===== src/rtl/imem_loader.sv =====
// imem_loader: writer side of the instruction memory port.
// It receives a byte stream (LEN_HI, LEN_LO, then 4*N data bytes) and
// assembles big-endian 32-bit words. Each word is written to consecutive
// word addresses starting at 0. The CPU is held in reset while a load
// is in progress.
// Optional feature macro: IMEM_LOADER_CHECKSUM_EN. When it is defined,
// a trailing XOR checksum byte follows the data bytes.
//
// state  | meaning
// IDLE   | no session since reset
// LEN_HI | waiting for the word-count high byte
// LEN_LO | waiting for the word-count low byte
// DATA   | collecting the four bytes of a word
// WRITE  | one-cycle memory write of the assembled word
// CHK    | waiting for the checksum byte (checksum build only)
// DONE   | session completed; terminal until the next start
// ERR    | session aborted; terminal until the next start
module imem_loader #(
  parameter int ADDR_W = 10
) (
  input  logic              clk,
  input  logic              rst,
  input  logic              start,
  input  logic [7:0]        in_byte,
  input  logic              in_valid,
  output logic              in_ready,
  output logic              mem_en,
  output logic              mem_we,
  output logic [ADDR_W-1:0] mem_addr,
  output logic [31:0]       mem_din,
  output logic              cpu_hold,
  output logic              busy,
  output logic              done,
  output logic              load_err,
  output logic [ADDR_W:0]   words_written
);

  typedef enum logic [2:0] {
    S_IDLE,
    S_LEN_HI,
    S_LEN_LO,
    S_DATA,
    S_WRITE,
`ifdef IMEM_LOADER_CHECKSUM_EN
    S_CHK,
`endif
    S_DONE,
    S_ERR
  } state_t;

  // Where a session goes once all words are written (or N = 0).
`ifdef IMEM_LOADER_CHECKSUM_EN
  localparam state_t S_FINISH = S_CHK;
`else
  localparam state_t S_FINISH = S_DONE;
`endif

  localparam logic [16:0] MAX_WORDS = 17'(1) << ADDR_W;

  state_t            state_q, state_d;
  logic [15:0]       len_q, len_d;
  logic [1:0]        lane_q, lane_d;
  logic [31:0]       data_q, data_d;
  logic [ADDR_W:0]   ww_q, ww_d;
  logic              accept;
  logic [16:0]       len_lo_n;
`ifdef IMEM_LOADER_CHECKSUM_EN
  logic [7:0]        chk_q, chk_d;
`endif

  assign accept   = in_valid && in_ready;
  assign len_lo_n = {1'b0, len_q[15:8], in_byte};

  // Next-state logic: length capture, byte assembly, write sequencing.
  always_comb begin
    state_d = state_q;
    len_d   = len_q;
    lane_d  = lane_q;
    data_d  = data_q;
    ww_d    = ww_q;
`ifdef IMEM_LOADER_CHECKSUM_EN
    chk_d   = chk_q;
`endif
    case (state_q)
      S_IDLE, S_DONE, S_ERR: begin
        if (start) begin
          state_d = S_LEN_HI;
          ww_d    = '0;
          lane_d  = '0;
`ifdef IMEM_LOADER_CHECKSUM_EN
          chk_d   = 8'h00;
`endif
        end
      end
      S_LEN_HI: begin
        if (accept) begin
          len_d   = {in_byte, 8'h00};
          state_d = S_LEN_LO;
        end
      end
      S_LEN_LO: begin
        if (accept) begin
          len_d = len_lo_n[15:0];
          if (len_lo_n == 17'd0) begin
            state_d = S_FINISH;
          end else if (len_lo_n > MAX_WORDS) begin
            state_d = S_ERR;
          end else begin
            state_d = S_DATA;
          end
        end
      end
      S_DATA: begin
        if (accept) begin
          data_d = {data_q[23:0], in_byte};
          lane_d = lane_q + 2'd1;
`ifdef IMEM_LOADER_CHECKSUM_EN
          chk_d  = chk_q ^ in_byte;
`endif
          if (lane_q == 2'd3) begin
            state_d = S_WRITE;
          end
        end
      end
      S_WRITE: begin
        ww_d = ww_q + 1'b1;
        if ((17'(ww_q) + 17'd1) < {1'b0, len_q}) begin
          state_d = S_DATA;
        end else begin
          state_d = S_FINISH;
        end
      end
`ifdef IMEM_LOADER_CHECKSUM_EN
      S_CHK: begin
        if (accept) begin
          state_d = (in_byte == chk_q) ? S_DONE : S_ERR;
        end
      end
`endif
      default: state_d = S_IDLE;
    endcase
  end

  // State and datapath registers with synchronous active-low reset.
  always_ff @(posedge clk) begin
    if (!rst) begin
      state_q <= S_IDLE;
      len_q   <= '0;
      lane_q  <= '0;
      data_q  <= '0;
      ww_q    <= '0;
`ifdef IMEM_LOADER_CHECKSUM_EN
      chk_q   <= '0;
`endif
    end else begin
      state_q <= state_d;
      len_q   <= len_d;
      lane_q  <= lane_d;
      data_q  <= data_d;
      ww_q    <= ww_d;
`ifdef IMEM_LOADER_CHECKSUM_EN
      chk_q   <= chk_d;
`endif
    end
  end

  // Outputs decoded from the current state; mem_din is the assembled word.
  always_comb begin
    in_ready = (state_q == S_LEN_HI) || (state_q == S_LEN_LO) ||
`ifdef IMEM_LOADER_CHECKSUM_EN
               (state_q == S_CHK) ||
`endif
               (state_q == S_DATA);
    mem_we        = (state_q == S_WRITE);
    mem_en        = mem_we;
    mem_addr      = ww_q[ADDR_W-1:0];
    mem_din       = data_q;
    busy          = !((state_q == S_IDLE) || (state_q == S_DONE) || (state_q == S_ERR));
    cpu_hold      = busy;
    done          = (state_q == S_DONE);
    load_err      = (state_q == S_ERR);
    words_written = ww_q;
  end

endmodule


===== config.mk =====
export PLATFORM = sky130hd
export DESIGN_NAME = imem_loader
export DESIGN_NICKNAME = d
export VERILOG_FILES = /design/src/rtl/imem_loader.sv
export SDC_FILE = /design/constraint.sdc
export NUM_CORES = 1
export LEC_CHECK = 0
export ABC_AREA = 1
export BUFFER_PORTS_ARGS = -buffer_cell sky130_fd_sc_hd__buf_4
export CAP_MARGIN = 20
export CORE_MARGIN = 5
export CORE_UTILIZATION = 35
export CTS_CLUSTER_DIAMETER = 60
export DETAILED_ROUTE_END_ITERATION = 8
export GPL_TIMING_DRIVEN = 0
export PLACE_DENSITY = 0.67
export SYNTH_ARGS = -nofsm -noshare
export SYNTH_HDL_FRONTEND = slang
export SYNTH_SLANG_ARGS = --single-unit

===== constraint.sdc =====
create_clock -name clk -period 4.6 [get_ports clk]
set_input_delay 0.92 -clock clk [delete_from_list [all_inputs] [get_ports clk]]
set_output_delay 0.92 -clock clk [all_outputs]
set_load 0.05 [all_outputs]

==> out/results.tsv, run 1 <==
metric	value	unit
status	completed	
root_buffer	clkbuf_8	
crit_required	3.68	ns
cts_max_path_buffers	2	
finalSetupTns	0	ns
synthDistinctLibCells	30	
ys_ff_latch	64	
cpPeakStageDelay	0.36	ns
drive_gt1_frac	0.268	
routed_wl	8190	um
first_pass_iters	4	
grt_pass1_vias	3010	
drtAntennaViolNets	0	
synth_area_leader_cell	dfxtp_1	
areaGrowthSynthToFinish	26.8	%
cap_violations	0	
finalPower	1.82	mW
clock.fmax	366	MHz
vias	3014	
final_common_cell	nand2_1	
drc_errors	0	
fillers	924	
startpoint	state_q[0]$_SDFFE_PN0P_	
cpMostUsedCell	buf_4	
rsz0062_at_grt	false	
crit_type	flip-flop to primary output	
die_area	11300	um2
cts_resized	0	
ir_drop	0.000173	V
detail_route.wl_per_cell	13.0	um
reg2reg_from	words_written[0]$_SDFFE_PN0P_	
place_congestion	0.814	
setup_viol	0	
cts_tree	done	
final_cell_mix	97 x nand2_1, 85 x buf_4, 69 x a21oi_1	
min_period	2.73	ns
core-area	9110	um2
critical_path_arrival	1.81	ns
grt.overflow.total	0	
worstSkewPairLatency	0.34	ns
grt_use_total	0.152	
whs_endpoint	mem_din[25]$_SDFFE_PN0P_	
postSynthCellCount	433	
tightest_slew	0.546	ns
hold_depth	2	
finalHoldViolations	0	
post_cts_buffers	0	
vias_per_cell	4.78	
hp-start	mem_din[25]$_SDFFE_PN0P_	
synth_area_per_cell	7.46	um2
crit_chain	nor2_1, nand2_1, inv_1, buf_4, buf_4, buf_4	
syn_nets	458	
relSlewSlack	0.636	
synth_warnings	0	
syn_area	3230	um2
reg2reg_depth	18	
io_buffers	70	
min_period_over_period	0.593	
regArea	1280	um2
clkTransAtPathRegs	0.08	ns
cts_num_sinks	64	
grt_max_degree	14	
synthTopCellsByArea	dfxtp_1 40%, nand2_1 11%, a21oi_1 11%	
grt_pass1_wl	14000	um
powerDensity	444	nW/um2
hold_path_class	flip-flop to flip-flop	
maxSlewViolCount	0	
finClkSkew	0.00909	ns
ff2ff_setup_slack	2.03	ns
io_pins	72	
die_height	106	um
cp_max_fo	11	
critPathLaunchType	flip-flop	
finish.net_count	539	
yosysSeqAreaShare	0.397	
start_util	0.355	
htreeDepth	3	
core.rowCount	35	
hold_buffers	0	
rr_endpoint	state_q[2]$_SDFFE_PN0P_	
end_kind	primary output	
leakagePower	1.79	nW
multi_input_area	1570	um2
die_w	106	um
synth_top_area_frac	0.397	
grt_antenna_before_repair	0	
diodes	0	
cts_made_buffers	9	
crit_slowest_cell	dfxtp_1	
drt_iter0_drc	93	
hpwl	6310	um
## worst max path at each step
| stage | endpoint | slack, ns |
|---|---|---|
| detailed placement | state_q[2]$_SDFFE_PN0P_ | 2.00 |
| global placement | state_q[2]$_SDFFE_PN0P_ | 2.06 |
| CTS | mem_we | 1.85 |
| global route | state_q[2]$_SDFFE_PN0P_ | 1.70 |
| floorplan | state_q[2]$_SDFFE_PN0P_ | 1.97 |
| finish | mem_we | 1.87 |
## Yosys cell counts
master and count:
dfxtp_1 64, or2_4 1, ha_1 13, a21oi_2 1
nand3_2 1, nand3_1 40, buf_4 15, buf_1 1
nand2_1 97, a21oi_1 69, xor2_1 6, nor2_2 3
a21oi_4 1, nor2_4 3, nor2_1 18, o21a_1 1
a31oi_4 1, inv_2 5, nor3_1 5, nand2_4 2
nand2_2 3, nor3_2 1, buf_2 7, a211oi_2 7
inv_1 41, nand4_1 2, xnor2_1 1, clkbuf_1 8
buf_6 2, o21ai_0 14
## stage by stage
step | instances | setup slack (ns) | cell area, um2 | hold slack [ns] | util
6_report | 630 | 1.87 | 4100 | 0.467 | 0.450
5_1_grt | 630 | 1.70 | 4100 | 0.489 | 0.450
4_1_cts | 630 | 1.85 | 4100 | 0.472 | 0.450
3_5_place_dp | 614 | 2.00 | 3890 | 0.458 | 0.428
3_3_place_gp | 614 | 2.06 | 3890 | 0.454 | 0.428
2_1_floorplan | 433 | 1.97 | 3230 | 0.447 | -
## critical path, delay by kind of cell (launching register included)
family                 cells  cell delay [ns]
buffers and inverters      4             0.73
and+or+nand+nor            2             0.37
DFF                        1             0.36
## routing by layer
layer	wire length, um	track usage	vias up
met2	3880	0.256	71
met3	500	0.0498	11
met4	101	0.0444	0
li1	-	-	1563
met5	0	0	-
met1	3710	0.186	1369
## power by group
group | internal, mW | switching (mW) | total, mW
registers | 0.611 | 0.0328 | 0.644
clock network | 0.255 | 0.243 | 0.497
logic | 0.235 | 0.445 | 0.680
## sequential cells by signal (all words and copies together), names as in the netlist
register,flops
len_q,16
state_q,3
words_written,11
lane_q,2
mem_din,32
## cell families after synthesis
| family | synth area share |
|---|---|
| AO/OA/AOI/OAI | 0.172 |
| XOR/XNOR | 0.0190 |
| adder cells (fa/ha/maj) | 0.0503 |
| buffers and inverters | 0.117 |
| flip-flops | 0.397 |
| AND/OR/NAND/NOR | 0.245 |
## area by class of cell
cell class	instances	area share
inverters	46	0.0421
flip-flops and latches	64	0.313
multi-input cells	290	0.384
well taps	111	0.0339
clock buffers	9	0.0302
plain buffers	33	0.0498
repair buffers	70	0.128
clock inverters	7	0.0192
(Power assumes the default switching activity.)
==> run 2: changes to the inputs <==
--- a/config.mk
+++ b/config.mk
@@ -13,7 +13,7 @@
 export CTS_CLUSTER_DIAMETER = 60
 export DETAILED_ROUTE_END_ITERATION = 8
 export GPL_TIMING_DRIVEN = 0
-export PLACE_DENSITY = 0.67
+export PLACE_DENSITY = 0.69
 export SYNTH_ARGS = -nofsm -noshare
 export SYNTH_HDL_FRONTEND = slang
 export SYNTH_SLANG_ARGS = --single-unit
==> constraint.sdc (replaced) <==
create_clock -name clk -period 2.5 [get_ports clk]
set_input_delay 0.5 -clock clk [delete_from_list [all_inputs] [get_ports clk]]
set_output_delay 0.5 -clock clk [all_outputs]
set_load 0.05 [all_outputs]
==> run 2 against run 1 <==
  * Non-clock buffer count is 5 higher
  * Clock-buffer cell count up 1
  * Combinational power increased by 90%
  * Worst setup slack worse by 1.8 ns
  * Wire length grew 3.4%
  * Register-to-register slack worse by 1.9 ns
  * Global-route usage decreased by 0.14 points
  * Cell count grew 0.79%
  * Final area up 3.3%
  * Total power is 87% higher
  * First-iteration DRC count up 68%
  * Sequential power up 85%
==> out/results.tsv, run 2 (synthesis results as in run 1) <==
metric	value	unit	change
diodes	0		unchanged
leakagePower	1.84	nW	+2.4%
drt_iter0_drc	156		+68%
final_util	0.465		+0.0148
finalHoldViolations	0		unchanged
status	completed		
min_period_over_period	0.965		
cts_num_sinks	64		unchanged
ff2ff_setup_slack	0.09	ns	-1.94 ns
cts_made_buffers	9		unchanged
grt_antenna_before_repair	0		unchanged
clock.fmax	415	MHz	
regArea	1290	um2	+0.68%
powerDensity	802	nW/um2	+81%
crit_type	flip-flop to flip-flop		
crit_required	2.77	ns	-0.91 ns
min_period	2.41	ns	
end_kind	flip-flop		
grt_pass1_vias	2878		-4.4%
largest_register_ff_count	32		unchanged
first_pass_iters	4		unchanged
htreeDepth	3		unchanged
hpwl	6340	um	+0.51%
grt_use_total	0.151		-0.00145
vias	3089		+2.5%
critPathLaunchType	flip-flop		
hold_path_class	input pin to flip-flop		
clkTransAtPathRegs	0.07	ns	about the same
die_height	106	um	unchanged
io_pins	72		unchanged
worstSkewPairLatency	0.34	ns	about the same
core-area	9110	um2	unchanged
grt_pass1_wl	13800	um	-2.0%
rsz0062_at_grt	true		
critical_path_arrival	2.68	ns	+0.87 ns
relSlewSlack	0.630		-0.00609
ir_drop	0.000294	V	+70%
start_util	0.355		unchanged
finalPower	3.40	mW	+87%
root_buffer	clkbuf_8		
grt_max_degree	13		-1
final_common_cell	nand2_1		
drc_errors	0		unchanged
setup_viol	0		unchanged
io_buffers	70		unchanged
finish.net_count	544		+0.93%
routed_wl	8460	um	+3.4%
core.rowCount	35		unchanged
cp_max_fo	5		-6
multi_input_area	1660	um2	+5.5%
areaGrowthSynthToFinish	31.0	%	
cap_violations	0		unchanged
drive_gt1_frac	0.309		+0.0413
tightest_slew	0.555	ns	+0.00914 ns
cts_max_path_buffers	2		unchanged
final_cell_mix	93 x nand2_1, 90 x buf_4, 66 x a21oi_1		
hold_buffers	0		unchanged
die_w	106	um	unchanged
drtAntennaViolNets	0		unchanged
grt.overflow.total	0		unchanged
die_area	11300	um2	unchanged
maxSlewViolCount	0		unchanged
detail_route.wl_per_cell	13.3	um	+2.6%
cts_tree	done		
fillers	900		-2.6%
vias_per_cell	4.86		+1.7%
hold_ws	0.431	ns	-0.0368 ns
place_congestion	0.831		+2.1%
finClkSkew	0.00644	ns	-0.00265 ns
run 2: changes by cell type in the layout (fill, tap and decap cells not counted), sizes merged:
cell / previous run / this run
clkinvlp: 3 / 2
buf: 95 / 100
clkinv: 1 / 2
clkbuf: 17 / 18
inv: 48 / 47
run 2: final timing paths:
kind	depth (start not counted)	endpoint	startpoint
setup / recovery	18	state_q[2]$_SDFFE_PN0P_	words_written[0]$_SDFFE_PN0P_
hold / removal	3	len_q[15]$_SDFFE_PN0P_	in_byte[7]
hold reg to reg	2	mem_din[27]$_SDFFE_PN0P_	mem_din[27]$_SDFFE_PN0P_
setup reg to reg	18	state_q[2]$_SDFFE_PN0P_	words_written[0]$_SDFFE_PN0P_
run 2: what timing repair did:
item,4_1_cts,5_1_grt
pin swaps,0,13
buffers inserted,0,5
setup endpoints to repair,2,2
resized for setup,1,20
hold endpoints to repair,0,0
run 2: area by class of cell:
| type | count | share of cell area |
|---|---|---|
| Buffer | 33 | 0.0482 |
| Sequential cell | 64 | 0.305 |
| Tap cell | 111 | 0.0328 |
| Timing Repair Buffer | 75 | 0.133 |
| Clock buffer | 10 | 0.0325 |
| Inverter | 46 | 0.0408 |
| Multi-Input combinational cell | 290 | 0.392 |
| Clock inverter | 6 | 0.0160 |
run 2: where the power goes:
group	internal, mW	switching (mW)
sequential	1.12	0.0647
combinational	0.446	0.846
clock	0.491	0.426
run 2: stage by stage:
stage                     std cells  instance area (um2)  TNS [ns]  setup slack [ns]
after detailed placement        614                 3900  -0.00987          -0.00987
after global placement          614                 3900         0            0.0522
final                           635                 4230         0            0.0881
after global routing            635                 4230    -0.156            -0.121
after CTS                       630                 4110         0           0.00290
after floorplan                 433                 3230         0            0.0909
run 2: routing by layer:
layer	routed length, um	vias to the layer above	GRT usage
met5	0	-	0
met4	119	0	0.0472
met3	486	10	0.0546
met2	4050	81	0.246
met1	3810	1419	0.185
li1	-	1579	-
run 2: critical path, cell delays in order (launching register included):
cell and delay, ns:
dfxtp_4 0.38, ha_4 0.13, nand2_2 0.06, nor2_4 0.13, nand2_2 0.06, nor2_2 0.13
nand2_1 0.10, nor2_2 0.13, xor2_1 0.16, inv_1 0.08, ha_1 0.28, nand2_1 0.06
nor3_2 0.19, nand2_1 0.09, nand2_1 0.07, nand2_1 0.04, nand2_1 0.08, nand2_2 0.06
a21oi_2 0.12
